`config.mk`:
```
export PLATFORM = sky130hd
export DESIGN_NAME = maze_game_sequencer
export DESIGN_NICKNAME = d
export VERILOG_FILES = /design/src/rtl/maze_pkg.sv /design/src/rtl/maze_round_timer.sv /design/src/rtl/maze_game_sequencer.sv
export SDC_FILE = /design/constraint.sdc
export NUM_CORES = 1
export LEC_CHECK = 0
export ABC_AREA = 1
export BUFFER_PORTS_ARGS = -buffer_cell sky130_fd_sc_hd__buf_4
export CAP_MARGIN = 15
export CORE_ASPECT_RATIO = 1.2
export CORE_MARGIN = 3
export CORE_UTILIZATION = 52
export DETAILED_ROUTE_END_ITERATION = 10
export GPL_ROUTABILITY_DRIVEN = 0
export PLACE_DENSITY_LB_ADDON = 0.2
export SYNTH_ARGS = -nofsm -noshare
export SYNTH_HDL_FRONTEND = slang
export SYNTH_SLANG_ARGS = --single-unit
export TNS_END_PERCENT = 30
```
`constraint.sdc`:
```
create_clock -name CLK -period 4.97 [get_ports CLK]
set_input_delay 0.2485 -clock CLK [delete_from_list [all_inputs] [get_ports CLK]]
set_output_delay 0.2485 -clock CLK [all_outputs]
set_load 0.005 [all_outputs]
```
`src/rtl/maze_pkg.sv`:
```
// Shared constants, state and direction encodings for the maze round logic.
// Latency: n/a (declarations only).
// Backpressure: n/a.
package maze_pkg;

  localparam int COLS         = 18;
  localparam int ROWS         = 11;
  localparam int MAZE_BITS    = COLS * ROWS;
  localparam int TIME_LIMIT_S = 60;
  localparam int TICKS_PER_S  = 10;

  localparam logic [7:0] START_POS = 8'd19;
  localparam logic [7:0] GOAL_POS  = 8'd178;
  localparam logic [3:0] START_ROW = 4'd1;
  localparam logic [4:0] START_COL = 5'd1;
  localparam logic [3:0] LAST_ROW  = 4'(ROWS - 1);
  localparam logic [4:0] LAST_COL  = 5'(COLS - 1);
  localparam logic [9:0] MOVES_MAX = 10'd1023;

  typedef enum logic [2:0] {
    S_IDLE    = 3'd0,
    S_PLAY    = 3'd1,
    S_CHECK   = 3'd2,
    S_PAUSE   = 3'd3,
    S_WIN     = 3'd4,
    S_TIMEOUT = 3'd5
  } state_t;

  typedef enum logic [1:0] {
    DIR_UP    = 2'd0,
    DIR_DOWN  = 2'd1,
    DIR_LEFT  = 2'd2,
    DIR_RIGHT = 2'd3
  } dir_t;

  // Linear cell index from row/col; COLS is constant so this is a fixed multiply.
  function automatic logic [7:0] cell_index(input logic [3:0] r, input logic [4:0] c);
    return ({4'd0, r} * 8'(COLS)) + {3'd0, c};
  endfunction

endpackage

```
`src/rtl/maze_round_timer.sv`:
```
// Round countdown: subsecond tick counter plus seconds remaining.
// Latency: load/decrement visible the cycle after load/en; expired is combinational.
// Backpressure: none; en is a single-cycle qualifier supplied by the sequencer.
module maze_round_timer
  import maze_pkg::*;
(
  input  logic       clk,
  input  logic       rst_n,
  input  logic       load,
  input  logic       en,
  output logic [6:0] time_left,
  output logic       expired
);

  localparam logic [3:0] SUB_LAST  = 4'(TICKS_PER_S - 1);
  localparam logic [6:0] TIME_INIT = 7'(TIME_LIMIT_S);

  logic [3:0] sub_cnt;
  logic       sub_wrap;

  assign sub_wrap = (sub_cnt == SUB_LAST);
  // Expiry is flagged on the enabled tick that takes the last second to zero,
  // so the sequencer can prefer timeout over a move requested on that tick.
  assign expired  = en && sub_wrap && (time_left == 7'd1);

  // Subsecond count and seconds countdown; load restarts the round clock.
  always_ff @(posedge clk or negedge rst_n) begin
    if (!rst_n) begin
      sub_cnt   <= 4'd0;
      time_left <= TIME_INIT;
    end else if (load) begin
      sub_cnt   <= 4'd0;
      time_left <= TIME_INIT;
    end else if (en) begin
      if (sub_wrap) begin
        sub_cnt <= 4'd0;
        if (time_left != 7'd0) begin
          time_left <= time_left - 7'd1;
        end
      end else begin
        sub_cnt <= sub_cnt + 4'd1;
      end
    end
  end

endmodule

```
`src/rtl/maze_game_sequencer.sv`:
```
// Maze round sequencer: validates button moves against grid edge and wall map.
// Latency: button sampled on a tick cycle, pos updates 2 CLK later (end of CHECK).
// Backpressure: none; one move per tick, extra presses between ticks are ignored.
module maze_game_sequencer
  import maze_pkg::*;
(
  input  logic                 CLK,
  input  logic                 RST_N,
  input  logic                 tick_10hz,
  input  logic                 btn_up,
  input  logic                 btn_down,
  input  logic                 btn_left,
  input  logic                 btn_right,
  input  logic                 btn_ctrl,
  input  logic                 pause_sw,
  input  logic [MAZE_BITS-1:0] maze_map,
  output logic [7:0]           pos,
  output logic [2:0]           game_state,
  output logic [9:0]           moves,
  output logic [6:0]           time_left,
  output logic                 bump,
  output logic                 solved,
  output logic                 timed_out
);

  state_t     state, state_n;
  logic       ctrl_q;
  logic       ctrl_rise;
  logic [3:0] row, tgt_row, cand_row;
  logic [4:0] col, tgt_col, cand_col;
  logic       tgt_rej, cand_rej;
  logic [7:0] tgt_idx;
  logic       tgt_wall;
  logic       any_btn;
  dir_t       dir;
  logic       timer_load, timer_en, timer_expired;
  logic       latch_tgt, commit;

  assign ctrl_rise = btn_ctrl && !ctrl_q;
  assign any_btn   = btn_up || btn_down || btn_left || btn_right;
  assign tgt_idx   = cell_index(tgt_row, tgt_col);
  // An edge-rejected target never indexes the map, and the bound check keeps
  // the lookup inside the map even for an unexpected register value.
  assign tgt_wall  = !tgt_rej && (tgt_idx < 8'(MAZE_BITS)) && maze_map[tgt_idx];

  maze_round_timer u_timer (
    .clk       (CLK),
    .rst_n     (RST_N),
    .load      (timer_load),
    .en        (timer_en),
    .time_left (time_left),
    .expired   (timer_expired)
  );

  // Resolve button priority and the edge rule into a candidate target cell.
  always_comb begin
    dir = DIR_RIGHT;
    if (btn_up)         dir = DIR_UP;
    else if (btn_down)  dir = DIR_DOWN;
    else if (btn_left)  dir = DIR_LEFT;
    cand_row = row;
    cand_col = col;
    cand_rej = 1'b0;
    case (dir)
      DIR_UP:    if (row == 4'd0)     cand_rej = 1'b1; else cand_row = row - 4'd1;
      DIR_DOWN:  if (row == LAST_ROW) cand_rej = 1'b1; else cand_row = row + 4'd1;
      DIR_LEFT:  if (col == 5'd0)     cand_rej = 1'b1; else cand_col = col - 5'd1;
      default:   if (col == LAST_COL) cand_rej = 1'b1; else cand_col = col + 5'd1;
    endcase
  end

  // Next-state and per-cycle controls; a ctrl edge overrides every state.
  always_comb begin
    state_n    = state;
    timer_load = 1'b0;
    timer_en   = 1'b0;
    latch_tgt  = 1'b0;
    commit     = 1'b0;
    bump       = 1'b0;
    if (ctrl_rise) begin
      timer_load = 1'b1;
      state_n    = S_PLAY;
    end else begin
      case (state)
        S_PLAY: begin
          if (tick_10hz) begin
            if (pause_sw) begin
              state_n = S_PAUSE;
            end else begin
              timer_en = 1'b1;
              if (timer_expired) begin
                state_n = S_TIMEOUT;
              end else if (any_btn) begin
                latch_tgt = 1'b1;
                state_n   = S_CHECK;
              end
            end
          end
        end
        S_CHECK: begin
          state_n = S_PLAY;
          if (tgt_rej || tgt_wall) begin
            bump = 1'b1;
          end else begin
            commit = 1'b1;
            if (tgt_idx == GOAL_POS) state_n = S_WIN;
          end
        end
        S_PAUSE: begin
          // The resuming tick is consumed here and neither moves nor counts.
          if (tick_10hz && !pause_sw) state_n = S_PLAY;
        end
        default: begin
          state_n = state;
        end
      endcase
    end
  end

  // State, ctrl edge history, position, pending target and move count.
  always_ff @(posedge CLK or negedge RST_N) begin
    if (!RST_N) begin
      state   <= S_IDLE;
      ctrl_q  <= 1'b0;
      row     <= START_ROW;
      col     <= START_COL;
      tgt_row <= START_ROW;
      tgt_col <= START_COL;
      tgt_rej <= 1'b0;
      moves   <= 10'd0;
    end else begin
      state  <= state_n;
      ctrl_q <= btn_ctrl;
      if (timer_load) begin
        row   <= START_ROW;
        col   <= START_COL;
        moves <= 10'd0;
      end else begin
        if (latch_tgt) begin
          tgt_row <= cand_row;
          tgt_col <= cand_col;
          tgt_rej <= cand_rej;
        end
        if (commit) begin
          row <= tgt_row;
          col <= tgt_col;
          if (moves != MOVES_MAX) moves <= moves + 10'd1;
        end
      end
    end
  end

  assign pos        = cell_index(row, col);
  assign game_state = state;
  assign solved     = (state == S_WIN);
  assign timed_out  = (state == S_TIMEOUT);

endmodule

```
======== After elaboration in Yosys (flattened, before gate mapping) ========
Index checks and enable logic that the tools add are counted.
operators by class
  reductions and logical operators ........ 28
  order comparisons ....................... 2
  multiply operators ...................... 2
  muxes and demuxes ....................... 56
  equal/unequal tests ..................... 16
  add/subtract/negate cells ............... 9
  bitwise gates (word level) .............. 1
operator list
  cell                   number
  $mux 10                3
  $mux 4                 7
  $mux 7                 4
  $mux 3                 8
  $mux 1                 23
  $mux 5                 4
  $add 8x5->8            2
  $mul 4x4->7 const B    2
  $add 10x1->10 const B  1
  $ne 10x10->1 const B   1
  $pmux 5 s2             1
  $reduce_bool 2->1      5
  $lt 8x9->1 const B     1
  $pmux 3 s3             1
  $add 4x1->4 const B    2
  $bmux 1 s8             1
  $eq 4x4->1 const B     2
  $eq 8x8->1 const B     1
  $lt 8x8->1 const B     1
  $pmux 4 s2             1
  $eq 7x1->1 const B     1
  $reduce_bool 7->1      1
  $sub 7x1->7 const B    1
  $eq 3x2->1 const B     2
  other kinds (24)       38
storage, ports and cells
  input bits .............................. 207
  register bits after elaboration ......... 44
  word-level logic and storage cells ...... 124

======== Depth between registers and ports, before layout ========
Gate-level depths: netlist of run 1.
  word-level depth ........................ 12
  depth in mapped cells ................... 19
  mapped depth without buffers ............ 18

======== By module ========
A second synthesis of run 1 with hierarchy kept.
unflattened totals
  cell total of the unflattened synthesis .. 905
  area, all modules ....................... 5382.7 um^2
by module, submodules not included
  module               area each (um^2)  instances  cells each
  maze_game_sequencer  4634.4            1          809
  maze_round_timer     748.2             1          96

======== Worst setup path before layout of run 1 ========
No wires, ideal clock.
  kind .................................... reg2reg
  start point ............................. register tgt_row[0]
  end point ............................... register moves[0]
  library setup time ...................... 0.117 ns
  arrival time ............................ 2.660 ns
  clock period less this slack ............ 2.777 ns
  cell stages (with the launch flop) ...... 18
  setup slack ............................. 2.193 ns
  required time ........................... 4.853 ns
  cell sequence ........................... dfstp_2 > ha_1 > fa_1 > inv_1 > buf_2 > buf_1 > nand3_1 > nand3_1 > nand3_1 > nand3_1 > nand3_1 > nand3_1 > nand2_1 > nand3_2 > nand2_2 > buf_6 > nand3_1 > nand2_1
on the way
  longest elaborated chain between the ends .. 11
ends and longest elaborated chain
  what                                                                      RTL line                    RTL
  start, declared                                                           maze_game_sequencer.sv:29   logic [3:0] row, tgt_row, cand_row;
  start signal, assigned                                                    maze_game_sequencer.sv:140  tgt_row <= cand_row;
  $mul 4x4->7 (*)                                                           maze_pkg.sv:38              return ({4'd0, r} * 8'(COLS)) + {3'd0, c};
  $add 8x5->8 (*)                                                           maze_pkg.sv:38
  $bmux 1 s8 / $lt 8x8->1 (equally long branches)                           maze_game_sequencer.sv:44   assign tgt_wall = !tgt_rej && (tgt_idx < 8'(MAZE_BITS)) && maze_map[tgt_idx];
  $mux 1 (not written as such) / $logic_and 1x1->1 (equally long branches)  maze_game_sequencer.sv:44
  $logic_and 1x1->1 (*)                                                     maze_game_sequencer.sv:44
  $logic_or 1x1->1 (*)                                                      maze_game_sequencer.sv:102  if (tgt_rej || tgt_wall) begin
  $mux 1 (*)                                                                maze_game_sequencer.sv:102
  $mux 1 (*)                                                                maze_game_sequencer.sv:84   case (state)
  $mux 1 (*)                                                                maze_game_sequencer.sv:80   if (ctrl_rise) begin
  $reduce_bool 2->1 (no source line) (*)                                    --
  $reduce_and 2->1 (no source line) (*)                                     --
  end signal, assigned                                                      maze_game_sequencer.sv:147  if (moves != MOVES_MAX) moves <= moves + 10'd1;
  end, declared                                                             maze_game_sequencer.sv:19   output logic [9:0] moves,
Mark *: on every way between the ends. The rest lies on a longest branch, timed or not. The select of a mux whose other input is x is not followed.
A chain may end at the register's enable or synchronous reset.

======== Final worst setup path of run 1 ========
  start point ............................. register tgt_row[0]
  end point ............................... output bump
on the way
  longest elaborated chain between the ends .. 9
ends and longest elaborated chain
  what                                                                      RTL line                    RTL
  $mul 4x4->7 (*)                                                           maze_pkg.sv:38
  $add 8x5->8 (*)                                                           maze_pkg.sv:38
  $bmux 1 s8 / $lt 8x8->1 (equally long branches)                           maze_game_sequencer.sv:44
  $mux 1 (not written as such) / $logic_and 1x1->1 (equally long branches)  maze_game_sequencer.sv:44
  $logic_and 1x1->1 (*)                                                     maze_game_sequencer.sv:44
  $logic_or 1x1->1 (*)                                                      maze_game_sequencer.sv:102
  $mux 1 (*)                                                                maze_game_sequencer.sv:102
  $mux 1 (*)                                                                maze_game_sequencer.sv:84
  $mux 1 (*)                                                                maze_game_sequencer.sv:80
  end, declared                                                             maze_game_sequencer.sv:21   output logic bump,
Marked as above.

==> results.toml, run 1 <==
[power]
switchingPower_uw = 2160
ir_drop_mv = 0.556
swShare = 0.552
p_int_uw = 1760
leakagePower_uw = 0.00378
pwr-share-clk = 0.085
comb_power_share = 0.758
p_seq_frac = 0.158
powerDensity_nw_per_um2 = 557

[clocking]
cts_root_buffer = "clkbuf_16"
clkTransAtPathRegs_ns = 0.06
cts_tree = "done"
cts.path.max_buffers = 2
post_cts_resized = 0
clk_latency_ns = 0.29
cts.sinks = 44
htreeDepth = 2
cts_buffers = 5

[die]
core-area_um2 = 9560
die-area_um2 = 11100
fp.dieH_um = 115
io_pins = 238
rows = 39
fp.dieW_um = 96.5
start_util = 0.535

[timing]
finalSetupTns_ns = 0
finalCriticalPeriod_ns = 4.05
fin_skew_ns = 0.00356
tightestPinTransition_ns = 0.980
max_freq_mhz = 247
report.final.hold_viol_count = 0
slew_violations = 0
rsz0062_at_grt = "no"
timing.hold.ws_ns = 0.0796
fin_crit_sh = 0.816
relSlewSlack = 0.347
setup_viol = 0

[logic_synthesis]
synth-edff-count = 0
ys_async_sr_fraction = 1.00
synthCells = 871
syn_area_um2 = 5110
syn_nets = 1105
yosysUniqueCellTypes = 39
ys_ff_latch = 44
avgSynthCellArea_um2 = 5.87
synth_seq_area_share = 0.217
ys.flop_type = "dfrtp_1"
yosysWarnings = 0

[finish]
most-common-layout-cells = "nand2_1 (316), buf_4 (240), nand3_1 (204)"
layout.cells.most_common = "nand2_1"
multiInputGateArea_um2 = 3530
layout-drive-gt1-share = 0.258
regArea_um2 = 1110
diodes = 0
area_growth_pct = 37.5
n_fill_cell = 835
fin_nets = 1307

[routing]
first_iter_violations = 365
wire_per_inst_um = 15.3
drtPass1Iterations = 5
viasPerCell = 5.54
routed_wl_mm = 18.3
num_vias = 6629
drc = 0
drtAntennaViolNets = 0

[global_routing]
grt_pass1_vias = 5742
grt_max_degree = 103
antenna_found_initial = 0
grtUsageTotal = 0.313
use_met3 = 0.0493
busiest_layer = "met2"
global_route.usage.met2 = 0.555
gr-total-overflow = 0
grt_pass1_wl_mm = 27.4
grtUsageMet1 = 0.363

[critical_path]
startpoint_type = "flop"
worstPathRequired_ns = 4.72
endpoint_kind = "output pin"
crit_type = "reg -> out"
crit_fanout = 21
crit_arrival_ns = 3.81

[worst_hold_path]
min_path_type = "in -> reg"

[flow_run]
cap_viol_max_count = 0

[placement]
portBuffers = 237
dp_hpwl_mm = 14.2

[run_status]
outcome = "finished, final reports clean"
## worst max-delay path: stages, from the launching register on
cell and delay [ns]:
dfstp_2 0.39, ha_2 0.20, fa_1 1.04, inv_1 0.53
a21oi_2 0.39, nand2_1 0.09, nand2_1 0.07, inv_1 0.04
nand3_1 0.07, nand3_1 0.08, nand3_1 0.09, nand3_1 0.07
nand2_1 0.14, nand2_1 0.06, nand2_1 0.06, nor2_1 0.06
buf_4 0.14
## logic make-up after synthesis
logic type / Yosys count / synth area share
AOI/OAI and AO/OA: 60 / 0.0687
xor gates and xnor gates: 24 / 0.0411
adders and majority gates: 27 / 0.0690
buffers and inverters: 114 / 0.0925
DFF: 44 / 0.217
and+or+nand+nor: 602 / 0.511
## flip-flops by register name (all words and copies together) (netlist names)
name / count
ctrl_q: 1
tgt_rej: 1
moves: 10
u_timer.sub_cnt: 4
u_timer.time_left: 7
tgt_row: 4
game_state: 3
tgt_col: 5
row: 4
col: 5
## area by class of cell
| class | instances | share of cell area |
|---|---|---|
| Timing Repair Buffer | 242 | 0.261 |
| Inverter | 67 | 0.0358 |
| Tap cell | 123 | 0.0219 |
| Clock buffer | 6 | 0.0198 |
| Clock inverter | 2 | 0.00142 |
| Sequential cell | 44 | 0.158 |
| Multi-Input combinational cell | 713 | 0.503 |
## path summary, 6_finish.rpt
kind                                              from                     end  slack [ns]  cells past startpoint
worst max-delay path            tgt_row[0]$_DFFE_PN1P_                    bump        0.92                     16
worst min-delay path                          btn_ctrl        ctrl_q$_DFF_PN0_        0.08                      1
max in group asynchronous                        RST_N  tgt_row[0]$_DFFE_PN1P_        4.09                      2
worst max register to register  tgt_row[0]$_DFFE_PN1P_    moves[0]$_DFFE_PN0P_        0.92                     17
min in group asynchronous                        RST_N        ctrl_q$_DFF_PN0_        0.49                      2
worst min register to register  tgt_row[0]$_DFFE_PN1P_  tgt_row[0]$_DFFE_PN1P_        0.52                      2
## metrics by stage
stage          std cells  worst slack (ns)  cell area (um2)  total power (uW)   util
2_1_floorplan        871              2.19             5110              2770      -
3_3_place_gp        1188              1.18             6870              3530  0.718
3_5_place_dp        1188             0.952             6870              3560  0.718
4_1_cts             1197             0.918             7030              3910  0.735
5_1_grt             1197             0.526             7030              4300  0.735
6_report            1197             0.916             7030              3920  0.735
## metal layers
layer | vias up | share of wire | routed length [um]
li1 | 3261 | - | -
met1 | 3010 | 0.37 | 6810
met2 | 306 | 0.50 | 9210
met3 | 52 | 0.088 | 1610
met4 | 0 | 0.039 | 715
met5 | - | 0 | 0
## cell usage after synthesis, types with 11 or more instances
| cell | instances | area (um2) |
|---|---|---|
| a21oi_1 | 11 | 55.1 |
| buf_2 | 24 | 120 |
| clkbuf_1 | 18 | 67.6 |
| dfrtp_1 | 36 | 901 |
| ha_1 | 25 | 313 |
| inv_1 | 62 | 233 |
| nand2_1 | 316 | 1190 |
| nand3_1 | 204 | 1020 |
| nand4_1 | 11 | 68.8 |
| nor2_1 | 42 | 158 |
| o21ai_0 | 19 | 95.1 |
| xor2_1 | 18 | 158 |
## timing repair
action	4_1_cts	5_1_grt
setup buffers	0	0
hold buffers	1	0
endpoints found under the hold margin	36	0
## power by group through the flow
stage                     clock network, uW  logic [uW]  registers (uW)
final                                   331        2970             617
after detailed placement                  0        2950             616
after CTS                               334        2960             616
after global placement                    0        2920             612
after global routing                    350        3320             634
after floorplan                           0        2200             572
Note: power is estimated with default switching activity, not from simulation.
==> run 2, diff against run 1 <==
--- a/config.mk
+++ b/config.mk
@@ -5,12 +5,12 @@
 export SDC_FILE = /design/constraint.sdc
 export NUM_CORES = 1
 export LEC_CHECK = 0
-export ABC_AREA = 1
+export ABC_AREA = 0
 export BUFFER_PORTS_ARGS = -buffer_cell sky130_fd_sc_hd__buf_4
 export CAP_MARGIN = 15
 export CORE_ASPECT_RATIO = 1.2
 export CORE_MARGIN = 3
-export CORE_UTILIZATION = 52
+export CORE_UTILIZATION = 48
 export DETAILED_ROUTE_END_ITERATION = 10
 export GPL_ROUTABILITY_DRIVEN = 0
 export PLACE_DENSITY_LB_ADDON = 0.2
==> constraint.sdc (replaced) <==
create_clock -name CLK -period 4.2 [get_ports CLK]
set_input_delay 0.21 -clock CLK [delete_from_list [all_inputs] [get_ports CLK]]
set_output_delay 0.21 -clock CLK [all_outputs]
set_load 0.005 [all_outputs]
==> run 2 against run 1 <==
  * Cell count is 28% lower
  * Worst setup slack lost 0.81 ns
  * Area after synthesis decreased by 5.9%
  * Core utilization fell by 1.2 points
  * Wire length down 9.0%
  * Die area up 1.8%
  * Hold slack lost 0.043 ns
  * Sequential power is 5.5% higher
  * Synthesized cell count shrank 41%
  * Register-to-register slack got worse by 0.81 ns
  * Largest power group unchanged
  * First-iteration DRC count down 27%
==> results.toml, run 2 <==
[run_status]
outcome = "finished, final reports clean"

[power]
powerDensity_nw_per_um2 = 508
leakagePower_uw = 0.00318
swShare = 0.400
p_seq_frac = 0.184
pwr-share-clk = 0.142
ir_drop_mv = 0.441
p_int_uw = 2130
comb_power_share = 0.674
switchingPower_uw = 1420

[global_routing]
gr-total-overflow = 0
grtUsageTotal = 0.285
grt_pass1_wl_mm = 26.2
antenna_found_initial = 0
grt_max_degree = 45
grt_pass1_vias = 5469

[timing]
fin_skew_ns = 0.00855
tightestPinTransition_ns = 0.736
slew_violations = 0
setup_viol = 0
report.final.hold_viol_count = 0
max_freq_mhz = 244
finalSetupTns_ns = 0
fin_crit_sh = 0.974
relSlewSlack = 0.509
finalCriticalPeriod_ns = 4.09

[clocking]
cts_root_buffer = "clkbuf_16"
clk_latency_ns = 0.29
cts_tree = "done"
cts_buffers = 5
cts.sinks = 44
cts_setup_buffers = 0
htreeDepth = 2
cts.path.max_buffers = 2
clkTransAtPathRegs_ns = 0.06

[routing]
first_iter_violations = 265
drtAntennaViolNets = 0
routed_wl_mm = 16.7
drtPass1Iterations = 5
wire_per_inst_um = 19.3
viasPerCell = 5.99
num_vias = 5186
drc = 0

[finish]
reg_top3 = "moves: 10 flops, u_timer.time_left: 7 flops"
multiInputGateArea_um2 = 3510
n_fill_cell = 751
area_growth_pct = 45.2
largest_reg_flops = 10
most-common-layout-cells = "buf_4 (255), nand2_1 (77), mux4_2 (51)"
fin_nets = 976
layout-drive-gt1-share = 0.452
regArea_um2 = 1110
fin_util = 0.723
layout.cells.most_common = "buf_4"
largest_register = "moves"
diodes = 0

[die]
io_pins = 238
fp.dieH_um = 116
start_util = 0.498
die-area_um2 = 11300
core-area_um2 = 9660
fp.dieW_um = 97.4
rows = 39

[logic_synthesis]
syn_nets = 747
ys_async_sr_fraction = 1.00
synth_seq_area_share = 0.231
synth_compound_area_frac = 0.151
synth_top_family_by_area = "multiplexers"
avgSynthCellArea_um2 = 9.38
yosysWarnings = 0
synth-edff-count = 0
synthCells = 513
synth.area.mux_share = 0.258
ys.flop_type = "dfrtp_1"
synth_top_area_share = 0.239
synth_fa_ha_area_frac = 0.0733
ys_ff_latch = 44
synth_top_cell_by_area = "mux4_2"
yosys.area_share.xor_xnor = 0.0400
synthTopCellsByArea = "mux4_2 (24%), dfrtp_1 (19%), ha_1 (6.5%)"
syn_area_um2 = 4810
yosys.area_share.simple = 0.201
synth_most_common_cell = "nand2_1"
synth_common_cells = "nand2_1 (77), mux4_2 (51), dfrtp_1 (36)"
yosysUniqueCellTypes = 63

[placement]
portBuffers = 237
dp_hpwl_mm = 13.6

[critical_path]
startpoint_type = "flop"
crit_fanout = 8
crit_type = "reg -> reg"
worstPathRequired_ns = 4.42
endpoint_kind = "flop"
crit_arrival_ns = 4.32

[worst_hold_path]
min_path_type = "in -> reg"

[flow_run]
cap_viol_max_count = 0
## run 2: cell type report
class	instances	area share
Multi-Input combinational cell	417	0.502
Timing Repair Buffer	258	0.281
Sequential cell	44	0.159
Tap cell	123	0.0220
Clock buffer	6	0.0184
Clock inverter	2	0.00860
Inverter	16	0.00860
## run 2: cell families (layout without fill, tap and decap cells)
logic type	Yosys count	in the layout
AOI/OAI and AO/OA	112	112
xor gates and xnor gates	22	22
adders and majority gates	27	27
buffers and inverters	52	282
DFF	44	44
muxes	60	60
and+or+nand+nor	196	196
## run 2: worst paths after layout
path / from / endpoint / slack [ns] / cells past startpoint
min: btn_ctrl / ctrl_q$_DFF_PN0_ / 0.04 / 1
min reg2reg: tgt_row[0]$_DFFE_PN1P_ / tgt_row[0]$_DFFE_PN1P_ / 0.52 / 2
max in group asynchronous: RST_N / u_timer.time_left[6]$_DFFE_PN0P_ / 3.34 / 2
min in group asynchronous: RST_N / tgt_rej$_DFFE_PN0P_ / 0.46 / 2
max reg2reg: tgt_row[0]$_DFFE_PN1P_ / moves[5]$_DFFE_PN0P_ / 0.11 / 11
max: tgt_row[0]$_DFFE_PN1P_ / moves[5]$_DFFE_PN0P_ / 0.11 / 11
## run 2: power by group through the flow
stage / Clock, uW / Sequential, uW / Combinational, uW
CTS: 506 / 650 / 2380
finish: 505 / 651 / 2390
global placement: 0 / 649 / 2320
detailed placement: 0 / 657 / 2360
global route: 524 / 668 / 2600
floorplan: 0 / 603 / 1720
## run 2: routing by layer
| metal | up-vias | share of wire | GRT usage |
|---|---|---|---|
| li1 | 2418 | - | - |
| met1 | 2535 | 0.36 | 0.318 |
| met2 | 203 | 0.56 | 0.564 |
| met3 | 30 | 0.054 | 0.0355 |
| met4 | 0 | 0.021 | 0.0868 |
| met5 | - | 0 | 0 |
## run 2: timing repair
action,CTS,global route
hold buffers,1,0
setup endpoints to repair,3,5
pin swaps,0,1
resized for setup,1,3
hold endpoints to repair,36,0
## run 2: worst max-delay path, cell delays in order, from the launching register on
cell,delay [ns]
dfstp_2,0.56
ha_1,0.26
ha_4,0.24
a21o_4,0.24
or3_4,0.40
nand2_4,0.09
mux4_2,0.50
a2111o_1,0.40
a211o_1,0.34
or2_4,0.30
or4_1,0.54
a21oi_2,0.14
## run 2: per-stage QoR
stage	hold slack (ns)	instance area (um2)	std cells	total power [uW]	setup WS, ns
final	0.0362	6990	866	3550	0.108
after global placement	0.238	6760	857	2970	0.0637
after floorplan	-0.0856	4810	513	2320	0.0384
after global routing	0.0382	6990	866	3790	-0.00189
after CTS	0.0376	6960	866	3540	0.0211
after detailed placement	0.249	6760	857	3020	-0.0244
==> run 3, diff against run 2 <==
--- a/config.mk
+++ b/config.mk
@@ -8,9 +8,11 @@
 export ABC_AREA = 0
 export BUFFER_PORTS_ARGS = -buffer_cell sky130_fd_sc_hd__buf_4
 export CAP_MARGIN = 15
+export CELL_PAD_IN_SITES_DETAIL_PLACEMENT = 0
+export CELL_PAD_IN_SITES_GLOBAL_PLACEMENT = 1
 export CORE_ASPECT_RATIO = 1.2
 export CORE_MARGIN = 3
-export CORE_UTILIZATION = 48
+export CORE_UTILIZATION = 34
 export DETAILED_ROUTE_END_ITERATION = 10
 export GPL_ROUTABILITY_DRIVEN = 0
 export PLACE_DENSITY_LB_ADDON = 0.2
==> run 3 against run 2 <==
  * Total power is essentially flat
  * Count of clock-buffer cells in the layout is the same
  * Sequential share of layout area shrank 0.10 points
  * Fmax grew 0.73%
  * Highest routed layer unchanged
  * Clock skew shrank 0.0031 ns
  * Cell count grew 5.8%
  * Critical endpoint unchanged
  * Critical path depth grew 1
  * Die area grew 39%
==> results.toml, run 3 (synthesis gave the netlist of run 2 again) <==
[finish]
layout-drive-gt1-share = 0.454
largest_register = "moves"
fin_util = 0.509
area_growth_pct = 46.1
largest_reg_flops = 10
most-common-layout-cells = "buf_4 (257), nand2_1 (77), mux4_2 (51)"
diodes = 0
final_cells = 916
layout.cells.most_common = "buf_4"
reg_top3 = "moves: 10 flops, u_timer.time_left: 7 flops"
fin_nets = 978

[timing]
slew_violations = 0
max_freq_mhz = 246
relSlewSlack = 0.492
fin_skew_ns = 0.00547
tightestPinTransition_ns = 0.762
finalCriticalPeriod_ns = 4.06
report.final.hold_viol_count = 0
setup_viol = 0
rsz0062_at_grt = "no"
finalSetupTns_ns = 0
fin_crit_sh = 0.967

[routing]
first_iter_violations = 347
drtAntennaViolNets = 0
routed_wl_mm = 17.5
drc = 0
num_vias = 5090
viasPerCell = 5.56
wire_per_inst_um = 19.1
drtPass1Iterations = 4

[critical_path]
r2r_start = "tgt_row[0]$_DFFE_PN1P_"
r2r_cells = 12
rrSetupSlack_ns = 0.14
worstPathRequired_ns = 4.41
crit_arrival_ns = 4.27
endpoint_kind = "flop"
startpoint = "tgt_row[0]$_DFFE_PN1P_"
crit_fanout = 10
startpoint_type = "flop"
crit_type = "reg -> reg"

[die]
rows = 47
core-area_um2 = 13800
start_util = 0.348
fp.dieH_um = 136
die-area_um2 = 15600
fp.dieW_um = 115
io_pins = 238

[run_status]
outcome = "finished, final reports clean"

[clocking]
clk_latency_ns = 0.29
cts_buffers = 5
cts_root_buffer = "clkbuf_16"
cts_tree = "done"
cts.sinks = 44
cts.path.max_buffers = 2
clkTransAtPathRegs_ns = 0.07
cts_setup_buffers = 0
htreeDepth = 2

[global_routing]
grtUsageTotal = 0.213
grt_pass1_wl_mm = 26.3
grt_pass1_vias = 5119
grt_max_degree = 45
antenna_found_initial = 0
gr-total-overflow = 0

[placement]
portBuffers = 237
dp_hpwl_mm = 14.2
place_inst = 907

[worst_hold_path]
min_path_cells = 1
hold_start = "btn_ctrl"
min_path_type = "in -> reg"

[power]
ir_drop_mv = 0.278
leakagePower_uw = 0.00318
powerDensity_nw_per_um2 = 505

[flow_run]
cap_viol_max_count = 0
==> run 3: cell count changes in the layout (fill, tap and decap cells not counted), sizes merged <==
cell and delta:
bufinv -1, buf +2, clkinv +1
==> run 3: layer usage <==
| layer | up-vias | GRT usage | share of wire |
|---|---|---|---|
| met1 | 2455 | 0.236 | 0.36 |
| li1 | 2419 | - | - |
| met5 | - | 0 | 0 |
| met4 | 0 | 0.0818 | 0.030 |
| met3 | 30 | 0.0361 | 0.071 |
| met2 | 186 | 0.401 | 0.54 |
==> run 3: path summary, 6_finish.rpt <==
path                                          endpoint
worst max-delay path              moves[5]$_DFFE_PN0P_
worst min-delay path                  ctrl_q$_DFF_PN0_
max in group asynchronous           row[0]$_DFFE_PN1P_
worst max register to register    moves[5]$_DFFE_PN0P_
min in group asynchronous         moves[2]$_DFFE_PN0P_
worst min register to register  tgt_col[1]$_DFFE_PN0P_
==> run 3: where the power goes <==
group,internal [uW],leakage (uW),switching [uW]
Sequential,515,0.000572,133
Combinational,1300,0.00253,1150
Clock,280,0.0000808,167
Total,2100,0.00318,1450
==> run 3: layout make-up <==
type                            instances  area (um2)
Clock inverter                          2        35.0
Timing Repair Buffer                  260        1980
Multi-Input combinational cell        417        3500
Clock buffer                            6         129
Fill cell                            1270        6790
Inverter                               16        60.1
Sequential cell                        44        1110
Tap cell                              171         214
==> run 3: timing repair <==
| action | in CTS | in global routing |
|---|---|---|
| endpoints found under the setup margin | 2 | 3 |
| pin swaps | 0 | 1 |
| hold buffers | 1 | 0 |
| gates resized for setup | 1 | 3 |
| hold endpoints to repair | 36 | 0 |
==> run 3: through the flow <==
stage | power [uW] | area [um2] | setup WS, ns | hold slack, ns
5_1_grt | 3820 | 7030 | 0.00577 | 0.0444
2_1_floorplan | 2320 | 4810 | 0.0384 | -0.0856
3_5_place_dp | 3110 | 6840 | 0.0237 | 0.246
3_3_place_gp | 3080 | 6840 | 0.0593 | 0.244
4_1_cts | 3580 | 7010 | 0.0546 | 0.0336
6_report | 3550 | 7030 | 0.138 | 0.0395
==> run 3: worst max-delay path, stage by stage, from the launching register on <==
cell      delay (ns)
dfstp_2         0.37
buf_4           0.14
ha_2            0.20
fa_1            0.38
and3_2          0.25
or3_4           0.37
nand2_4         0.09
mux4_2          0.49
a2111o_1        0.42
a211o_1         0.34
or2_4           0.28
or4_1           0.51
a21oi_1         0.16
